**src/rtl/exception_seq.sv**
```systemverilog
// Exception entry sequencer: saves EPC, fetches the handler byte from the vector table, loads PC.
// Optional feature: define EXC_CAUSE_REG_EN to keep a latched cause code; otherwise cause is tied to 2'b00.
module exception_seq #(
  parameter int MEM_WAIT = 1
) (
  input  logic        clk,
  input  logic        reset,
  input  logic        exc_opcode,
  input  logic        exc_ovf,
  input  logic        exc_div0,
  input  logic [31:0] pc_in,
  input  logic [31:0] mem_data,
  output logic [2:0]  iord_sel,
  output logic        mem_rd,
  output logic        epc_wr,
  output logic [31:0] epc_val,
  output logic        pc_wr,
  output logic [31:0] pc_val,
  output logic        stall,
  output logic        exc_done,
  output logic [1:0]  cause
);

  localparam logic [2:0] IDLE = 3'd0;
  localparam logic [2:0] SAVE = 3'd1;
  localparam logic [2:0] ADDR = 3'd2;
  localparam logic [2:0] WAIT = 3'd3;
  localparam logic [2:0] LOAD = 3'd4;

  localparam logic [1:0] WAIT_INIT = 2'(MEM_WAIT - 1);

  logic [2:0]  state;
  logic [2:0]  state_nxt;
  logic [2:0]  vec;
  logic [2:0]  vec_sel;
  logic [1:0]  wait_cnt;
  logic [31:0] epc_q;
  logic [31:0] pc_q;
  logic        any_exc;
  logic        unused_mem_bits;

  assign any_exc         = exc_opcode | exc_ovf | exc_div0;
  assign unused_mem_bits = ^mem_data[31:8];

  // Fixed priority: opcode beats overflow beats divide-by-zero.
  always_comb begin
    vec_sel = 3'b000;
    if (exc_opcode)    vec_sel = 3'b010;
    else if (exc_ovf)  vec_sel = 3'b011;
    else if (exc_div0) vec_sel = 3'b100;
  end

  always_comb begin
    state_nxt = state;
    case (state)
      IDLE:    if (any_exc) state_nxt = SAVE;
      SAVE:    state_nxt = ADDR;
      ADDR:    state_nxt = WAIT;
      WAIT:    if (wait_cnt == 2'd0) state_nxt = LOAD;
      LOAD:    state_nxt = IDLE;
      default: state_nxt = IDLE;
    endcase
  end

  // The wait counter is armed in ADDR so WAIT lasts exactly MEM_WAIT cycles.
  always_ff @(posedge clk) begin
    if (reset) begin
      state    <= IDLE;
      vec      <= 3'b000;
      wait_cnt <= 2'd0;
      epc_q    <= 32'd0;
      pc_q     <= 32'd0;
    end else begin
      state <= state_nxt;
      if (state == IDLE && any_exc) begin
        vec   <= vec_sel;
        epc_q <= pc_in - 32'd4;
      end
      if (state == ADDR) begin
        wait_cnt <= WAIT_INIT;
      end else if (state == WAIT && wait_cnt != 2'd0) begin
        wait_cnt <= wait_cnt - 2'd1;
      end
      if (state == WAIT && wait_cnt == 2'd0) begin
        pc_q <= {24'd0, mem_data[7:0]};
      end
    end
  end

  assign iord_sel = (state == ADDR || state == WAIT || state == LOAD) ? vec : 3'b000;
  assign mem_rd   = (state == ADDR) || (state == WAIT);
  assign epc_wr   = (state == SAVE);
  assign pc_wr    = (state == LOAD);
  assign exc_done = (state == LOAD);
  assign stall    = (state != IDLE);
  assign epc_val  = epc_q;
  assign pc_val   = pc_q;

`ifdef EXC_CAUSE_REG_EN
  logic [1:0] cause_q;
  logic [1:0] cause_sel;

  always_comb begin
    cause_sel = 2'b00;
    if (exc_opcode)    cause_sel = 2'b01;
    else if (exc_ovf)  cause_sel = 2'b10;
    else if (exc_div0) cause_sel = 2'b11;
  end

  // Loaded together with the vector so the code is visible from SAVE onward.
  always_ff @(posedge clk) begin
    if (reset) begin
      cause_q <= 2'b00;
    end else if (state == IDLE && any_exc) begin
      cause_q <= cause_sel;
    end
  end

  assign cause = cause_q;
`else
  assign cause = 2'b00;
`endif

endmodule
```
**config.mk**
```make
export PLATFORM = sky130hd
export DESIGN_NAME = exception_seq
export DESIGN_NICKNAME = d
export VERILOG_FILES = /design/src/rtl/exception_seq.sv
export SDC_FILE = /design/constraint.sdc
export NUM_CORES = 1
export LEC_CHECK = 0
export CORE_ASPECT_RATIO = 1.2
export CORE_MARGIN = 4
export CORE_UTILIZATION = 30
export CTS_BUF_LIST = sky130_fd_sc_hd__clkbuf_16
export CTS_CLUSTER_DIAMETER = 40
export DETAILED_ROUTE_END_ITERATION = 12
export SLEW_MARGIN = 10
export SYNTH_ARGS = -nofsm -noshare
export SYNTH_HDL_FRONTEND = slang
export SYNTH_SLANG_ARGS = --single-unit
```
**constraint.sdc**
```tcl
create_clock -name clk -period 3.1 [get_ports clk]
set_input_delay 0.62 -clock clk [delete_from_list [all_inputs] [get_ports clk]]
set_output_delay 0.62 -clock clk [all_outputs]
set_load 0.05 [all_outputs]
```
# Word-level counts from Yosys, hierarchy flattened

Cells that the tools add are included.
Widths: inputs -> output; s select.

Bitwise operators: 2
Muxes and demuxes: 7
Reduce and logical (&&, ||, !) cells: 11
Eq/ne operators: 6
$add $sub $neg: 2

Operators by type and width:

| cell                  | count |
|---|---|
| $sub 32x3->32 const B | 1 |
| $mux 3                | 6 |
| $pmux 3 s4            | 1 |
| $eq 3x2->1 const B    | 2 |
| $eq 3x1->1 const B    | 1 |
| $eq 3x3->1 const B    | 1 |
| $logic_and 1x1->1     | 3 |
| $logic_not 3->1       | 1 |
| $reduce_bool 3->1     | 1 |
| $logic_not 2->1       | 1 |
| $logic_or 1x1->1      | 2 |
| $ne 2x1->1 const B    | 1 |
| $ne 2x2->1 const B    | 1 |
| $or 1x1->1            | 2 |
| $reduce_and 2->1      | 1 |
| $reduce_bool 2->1     | 1 |
| $reduce_or 2->1       | 1 |
| $sub 2x1->2 const B   | 1 |

Input bits: 69
Output and inout port bits: 74
Word-level logic and storage cells: 33
Register bits after elaboration: 48

# Logic depth before layout (Yosys ltp)

Gate-level depths: netlist of the first run.

Depth after elaboration: 4
Mapped depth: 8
Depth with buffers taken out: 6

# Worst setup path before layout of the first run

No wires, ideal clock.

Path type: register -> output
From: reg state[1]
To: out iord_sel[0]
Data arrival time: 2192 ps
Path buffers: 0
Slack: 288 ps
Required time: 2480 ps
Stages on the path, launching flop included: 4
Path through: dfxtp_1 > nor2b_1 > nor2_1 > nor2b_1

Cells in the longest elaborated chain, start to end: 4

RTL lines:

| item                     | line | RTL |
|---|---|---|
| start: declaration       | 32   | `logic [2:0] state;` |
| start signal: assignment | 74   | `state <= state_nxt;` |
| $eq 3x2->1               | -    |  |
| $logic_or 1x1->1 *       | -    |  |
| via mem_rd               | 14   | `output logic mem_rd,` |
| $logic_or 1x1->1 *       | 90   | `assign iord_sel = (state == ADDR \|\| state == WAIT \|\| state == LOAD) ? vec : 3'b000;` |
| $mux 3 *                 | 90   |  |
| end: declaration         | 13   | `output logic [2:0] iord_sel,` |

The timed path passes the listed nets; every way through them passes the cells marked *.

# Final worst setup path of the first run

From: reg state[1]
To: out iord_sel[2]

Cells in the longest elaborated chain, start to end: 4

RTL lines:

| item               | line |
|---|---|
| $eq 3x2->1         | 90 |
| $logic_or 1x1->1   | 90 |
| $logic_or 1x1->1 * | 90 |
| $mux 3 *           | 90 |

Mark *: on every way between the ends. The rest lies on a longest branch, timed or not.

==> impl_results.md, run 1 <==
- Longest Clk Path Bufs: 2
- # fillers: 849
- Vias in the first global route: 2349
- Multi-input gate area: 1460 um2
- Die W: 93.3 um
- Final net count: 483
- Grt met2 use: 0.238
- Global route hottest layer: met2
- Worst Slack Setup Final: 0.381 ns
- Synthesized flop and latch total: 48
- Largest net degree at the start of global routing: 45
- Routed wire length: 7030 um
- Core area: 8560 um2
- Post-CTS setup buffers: 0
- # setup viols final: 0
- Post-CTS resize count: 0
- Met1 Use GR: 0.157
- Number of diodes: 0
- Initial antenna violation count: 0
- Seq. cell area: 961 um2
- Delay-heaviest family, CP: buffers and inverters
- Detailed-route via count: 2539
- Via-to-Cell Ratio: 4.79
- Fin util: 0.440
- Setup tns final: 0 ns
- Overflow after GRT: 0
- Largest fanout on the critical path: 7
- Routability Congestion: 0.799
- Met3 Resource Use GR: 0.0414
- Worst EP required: 2.48 ns
- Worst path bufs/invs: 1
- Mapped Avg Cell Area: 8.14 um2
- Crit path DAT: 2.10 ns
- Die area: 10300 um2
- Relative slew slack: 0.592
- Post-synthesis to final-layout area growth: 43.8%
- Wire per inst: 13.3 um
- I/O Buffers: 92
- MaxCap Viol Count: 0
- PwrDens: 545 nW/um2
- RSZ-0062 raised after global routing: no
- Hold-fix buffers, CTS: 0
- Cell Area, Synth: 2620 um2
- Hold Vio Cnt, Final: 0
- Pre-CTS WS: 0.0973 ns
- DRC: 0
- Crit Path Class: reg2out
- Synth top area share: 0.367
- First-pass GRT wire length: 11100 um
- Root buf cell: clkbuf_16
- CTS tree: done
- Max VDD drop: 0.334 mV
- Part of the cycle the worst path needs: 0.877
- Min Tclk post-route: 2.72 ns
- Rows: 37
- Most frequent CP cell: nor2b_1
- Crit start category: flip-flop
- Worst hold-check path type: reg2reg
- Iter 0 DRT Violations: 69
- DR pass1 iterations: 4
- Yosys Warn Count: 0
- Sequential fraction of the synthesis area: 0.367
- Clk sinks: 48
- P_leak: 0.00135 uW
- Status: finished clean
- F_max: 368 MHz
- Largest area contributor in the netlist: dfxtp_1
- Share of cells above drive strength 1: 0.0630
- Slowest cell on crit path: clkdlybuf4s50_1
- Io pins: 143
- Ranking of synthesized cells by area: dfxtp_1 37%, buf_4 7.7%, nor2_1 6.7%, a311oi_1 4.7%, a211oi_1 4.3%
- All-layer global routing usage: 0.134
- Initial Util: 0.306
- Crit end category: primary output
- Worst path max stage delay: 0.80 ns
- Clk_skew: 0.00712 ns
- Reg clk slew, reported paths: 0.06 ns
- Routed Antenna Nets: 0
- Synth cell types: 45
- H-tree levels: 2
- Syn Inst Count: 322
- Slew Limit Fails: 0
- Clock Latency Late Sink: 0.29 ns
- CP Cell Sequence: nor2b_1, nor2_1, nor2b_1, clkdlybuf4s50_1
- Worst Tran Pin Value: 0.610 ns
- HPWL after detailed placement: 5310 um
- Die height: 110 um
- CTS buffer count: 5
==> synthesized netlist by cell type <==
| master | count |
|---|---|
| nand3b_1 | 1 |
| nor2_1 | 47 |
| or3_1 | 7 |
| or2_2 | 2 |
| and4b_1 | 1 |
| nor4_4 | 1 |
| xnor2_1 | 4 |
| ha_1 | 2 |
| buf_4 | 27 |
| clkbuf_1 | 12 |
| o41ai_1 | 1 |
| and3_1 | 2 |
| nor3_4 | 1 |
| nor3b_1 | 3 |
| inv_1 | 7 |
| and2_1 | 1 |
| o31ai_1 | 8 |
| nor2b_1 | 5 |
| nand2_1 | 30 |
| nor3_1 | 7 |
| conb_1 | 1 |
| nand4_1 | 3 |
| or2_0 | 1 |
| o22ai_1 | 1 |
| buf_1 | 2 |
| o2111ai_1 | 1 |
| or4_1 | 10 |
| xor2_1 | 7 |
| a311oi_1 | 14 |
| a21oi_1 | 14 |
| buf_2 | 4 |
| and3b_1 | 1 |
| a211oi_1 | 15 |
| o21ai_0 | 5 |
| dfxtp_1 | 48 |
| nand2b_1 | 2 |
| nand3_1 | 6 |
| a32oi_1 | 1 |
| nor4_1 | 8 |
| nand4bb_4 | 1 |
| nor3_2 | 1 |
| nand4b_1 | 1 |
| nor4b_1 | 1 |
| and4_1 | 4 |
| or4b_1 | 1 |
==> cell families (layout without fill, tap and decap cells) <==
family	after synthesis	after routing	synth area share
AO/OA/AOI/OAI	60	60	0.161
XOR/XNOR	11	11	0.0368
adder cells (fa/ha/maj)	2	2	0.00955
buffers and inverters	52	118	0.115
flip-flops	48	48	0.367
other	1	26	0.00143
AND/OR/NAND/NOR	148	148	0.309
==> through the flow <==
stage / total power, uW / hold slack, ns / std cells / instance area, um2
after CTS: 2080 / 0.456 / 530 / 3770
after floorplan: 1230 / 0.432 / 347 / 2710
after detailed placement: 1470 / 0.447 / 522 / 3600
final: 2050 / 0.453 / 530 / 3770
after global routing: 2150 / 0.471 / 530 / 3770
after global placement: 1460 / 0.441 / 522 / 3600
==> where the power goes <==
group / switching, uW / internal (uW) / total, uW
logic: 480 / 244 / 724
clock network: 229 / 376 / 605
registers: 40.4 / 684 / 724
total: 750 / 1300 / 2050
==> flip-flops by register name, indices dropped and copies added, names as in the netlist <==
register / flops
state: 3
pc_val: 8
vec: 3
wait_cnt: 2
epc_val: 32
==> worst min-delay path: stages (launching register included) <==
cell	delay (ns)
dfxtp_1	0.31
nand2_1	0.05
a21oi_1	0.05
==> placed cells by master (no fill, tap or decap), types with 2 or more instances in the layout <==
cell             synthesis  routed
nor3_1                   7       7
clkdlybuf4s50_1          0      91
or4_1                   10      10
conb_1                   1      26
buf_4                   27      10
nor4_1                   8       8
or3_1                    7       7
inv_1                    7       8
nor2_1                  47      46
and3_1                   2       2
o21ai_0                  5       5
a211oi_1                15      15
xnor2_1                  4       4
nand2b_1                 2       2
dfxtp_1                 48      48
or2_2                    2       2
nor3b_1                  3       3
a311oi_1                14      14
nand2_1                 30      30
a21oi_1                 14      14
clkbuf_16                0       5
xor2_1                   7       7
nand3_1                  6       6
ha_1                     2       2
nand4_1                  3       3
and4_1                   4       4
nor2b_1                  5       5
o31ai_1                  8       8
==> metal layers <==
| layer | up-vias | routed length, um |
|---|---|---|
| li1 | 1291 | - |
| met1 | 1170 | 3030 |
| met2 | 72 | 3430 |
| met3 | 6 | 503 |
| met4 | 0 | 65 |
| met5 | - | 0 |
==> final timing paths <==
kind                      end  slack, ns      start  depth (start not counted)
setup / recovery  iord_sel[2]       0.38   state[1]                          4
hold / removal      pc_val[2]       0.45  pc_val[2]                          2
setup reg to reg  epc_val[20]       1.10   state[2]                          7
hold reg to reg     pc_val[2]       0.45  pc_val[2]                          2
==> final cells by class <==
cell class              instances  area share
inverters                       7     0.00697
clock inverters                 3      0.0103
well taps                     117      0.0389
multi-input cells             247       0.387
repair buffers                103       0.268
flip-flops and latches         48       0.255
clock buffers                   5      0.0332
No activity file was read; power rests on OpenSTA's default activity.
==> run 2: changes to the inputs <==
--- a/config.mk
+++ b/config.mk
@@ -15,3 +15,4 @@
 export SYNTH_ARGS = -nofsm -noshare
 export SYNTH_HDL_FRONTEND = slang
 export SYNTH_SLANG_ARGS = --single-unit
+export TNS_END_PERCENT = 100
==> results of run 2 <==
No change in the layout: final DEF, timing and power equal those of run 1.
==> run 3: changes to the inputs <==
--- a/config.mk
+++ b/config.mk
@@ -9,8 +9,9 @@
 export CORE_MARGIN = 4
 export CORE_UTILIZATION = 30
 export CTS_BUF_LIST = sky130_fd_sc_hd__clkbuf_16
-export CTS_CLUSTER_DIAMETER = 40
+export CTS_CLUSTER_DIAMETER = 200
 export DETAILED_ROUTE_END_ITERATION = 12
+export PLACE_DENSITY = 0.67
 export SLEW_MARGIN = 10
 export SYNTH_ARGS = -nofsm -noshare
 export SYNTH_HDL_FRONTEND = slang
==> constraint.sdc (replaced) <==
create_clock -name clk -period 2.5 [get_ports clk]
set_input_delay 0.5 -clock clk [delete_from_list [all_inputs] [get_ports clk]]
set_output_delay 0.5 -clock clk [all_outputs]
set_load 0.05 [all_outputs]
==> run 3 against run 2 <==
  * Flip-flop and latch count is the same
  * Count of clock-buffer cells in the layout is the same
  * Power grew 25%
  * Cell area grew 6.9%
  * Routed wire length grew 2.2%
  * Global-route usage is essentially flat
  * Worst setup slack lost 0.29 ns
  * Via count grew 4.8%
  * Die area is the same
  * Critical endpoint is now epc_val[30]
  * Largest cell class unchanged
  * Highest routed layer unchanged
==> impl_results.md, run 3 (synthesized netlist as in run 1, its figures left out) <==
- Max reg flops: 32 (unchanged)
- Hold Vio Cnt, Final: 0 (unchanged)
- Crit end category: flip-flop
- FF-to-FF Start: state[2]
- HPWL after detailed placement: 5620 um (+5.8%)
- Worst Reg-to-Reg Cells: 6 (-1)
- Core area: 8560 um2 (unchanged)
- Vias in the first global route: 2409 (+2.6%)
- H-tree levels: 2 (unchanged)
- Routed wire length: 7190 um (+2.2%)
- Clk_skew: 0.00524 ns (-0.00189 ns)
- Die W: 93.3 um (unchanged)
- Clock Latency Late Sink: 0.28 ns (about the same)
- Hold-fix buffers, CTS: 0 (unchanged)
- Initial antenna violation count: 0 (unchanged)
- Commonest non-fill, non-tap cells in the layout: 88 x clkdlybuf4s50_1, 48 x dfxtp_1, 47 x buf_4, 46 x nor2_1, 30 x nand2_1
- Worst EP required: 2.66 ns (+0.18 ns)
- Final Power: 2570 uW (+25%)
- Number of diodes: 0 (unchanged)
- # fillers: 859 (+1.2%)
- Clk sinks: 48 (unchanged)
- Hold path startpoint: vec[1]
- Max VDD drop: 0.291 mV (-13%)
- I/O Buffers: 92 (unchanged)
- Share of cells above drive strength 1: 0.145 (+0.0825)
- # setup viols final: 0 (unchanged)
- RSZ-0062 raised after global routing: no
- Crit Path Class: in2reg
- Longest Clk Path Bufs: 2 (unchanged)
- Worst Tran Pin Value: 0.545 ns (-0.0657 ns)
- Root buf cell: clkbuf_16
- Wire per inst: 12.7 um (-3.9%)
- Reg2Reg Capture Point: epc_val[23]
- Status: finished clean
- Crit path from: pc_in[3]
- Final hold slack: 0.451 ns (-0.00267 ns)
- DRC: 0 (unchanged)
- Detailed-route via count: 2660 (+4.8%)
- Die height: 110 um (unchanged)
- Overflow after GRT: 0 (unchanged)
- Routability Congestion: 0.817 (+2.3%)
- Rows: 37 (unchanged)
- Final net count: 517 (+7.0%)
- Io pins: 143 (unchanged)
- Relative slew slack: 0.636 (+0.0436)
- Worst Hold End: vec[1]
- Post-CTS resize count: 0 (unchanged)
- Worst hold-check path type: reg2reg
- PwrDens: 639 nW/um2 (+17%)
- Seq. cell area: 961 um2 (unchanged)
- Largest net degree at the start of global routing: 33 (-27%)
- Part of the cycle the worst path needs: 0.964
- Min Tclk post-route: 2.41 ns
- Die area: 10300 um2 (unchanged)
- Initial Util: 0.306 (unchanged)
- First-pass GRT wire length: 11100 um (unchanged)
- Slew Limit Fails: 0 (unchanged)
- MaxCap Viol Count: 0 (unchanged)
- Most common cell after layout, fill and taps aside: clkdlybuf4s50_1
- P_leak: 0.00151 uW (+12%)
- CTS tree: done
- Iter 0 DRT Violations: 62 (-10%)
- Hold path depth: 2 (unchanged)
- Crit path DAT: 2.57 ns (+0.47 ns)
- Crit start category: input port
- R2r setup slk: 0.71 ns (-0.39 ns)
- All-layer global routing usage: 0.134 (about the same)
- Post-CTS setup buffers: 0 (unchanged)
- DR pass1 iterations: 4 (unchanged)
- Post-synthesis to final-layout area growth: 53.7%
- Reg clk slew, reported paths: 0.06 ns (about the same)
- Via-to-Cell Ratio: 4.72 (-1.6%)
- Multi-input gate area: 1470 um2 (+0.86%)
- Largest fanout on the critical path: 10 (+3)
- CTS buffer count: 5 (unchanged)
- Routed Antenna Nets: 0 (unchanged)
- F_max: 415 MHz
==> run 3: final cells by class <==
type                    instances  area share
inverters                       7     0.00653
clock buffers                   5      0.0311
clock inverters                 3     0.00932
well taps                     117      0.0364
repair buffers                137       0.313
flip-flops and latches         48       0.239
multi-input cells             247       0.365
==> run 3: through the flow <==
step / std cells / cell area (um2) / setup TNS (ns) / setup slack, ns / util
CTS: 564 / 4020 / 0 / 0.109 / 0.469
global route: 564 / 4030 / 0 / 0.00924 / 0.470
detailed placement: 556 / 3850 / -1.60 / -0.179 / 0.450
finish: 564 / 4030 / 0 / 0.0906 / 0.470
floorplan: 347 / 2720 / 0 / 0.100 / -
global placement: 556 / 3850 / -1.13 / -0.150 / 0.450
==> run 3: worst max-delay path by stage <==
stage,end,slack [ns]
3_3_place_gp,epc_val[30],-0.15
3_5_place_dp,epc_val[30],-0.18
2_1_floorplan,iord_sel[0],0.10
5_1_grt,epc_val[27],0.009
4_1_cts,epc_val[30],0.11
6_report,epc_val[30],0.09
==> run 3: layer usage <==
layer  vias to the layer above  global-route usage  wire length (um)
met5                         -                   0                 0
met4                         0              0.0356                91
met3                         7              0.0339               426
met2                        80               0.238              3470
met1                      1211               0.159              3200
li1                       1362                   -                 -
==> run 3: worst max-delay path, stage by stage <==
cell             delay, ns
clkdlybuf4s50_1       0.44
inv_1                 0.07
ha_1                  0.16
or4b_1                0.48
buf_4                 0.20
nor3_1                0.26
a21oi_1               0.11
or3_1                 0.35
==> run 3: where the power goes <==
part | total (uW) | internal, uW | switching [uW]
clock | 743 | 465 | 278
sequential | 898 | 848 | 50.3
combinational | 933 | 328 | 605
total | 2570 | 1640 | 933
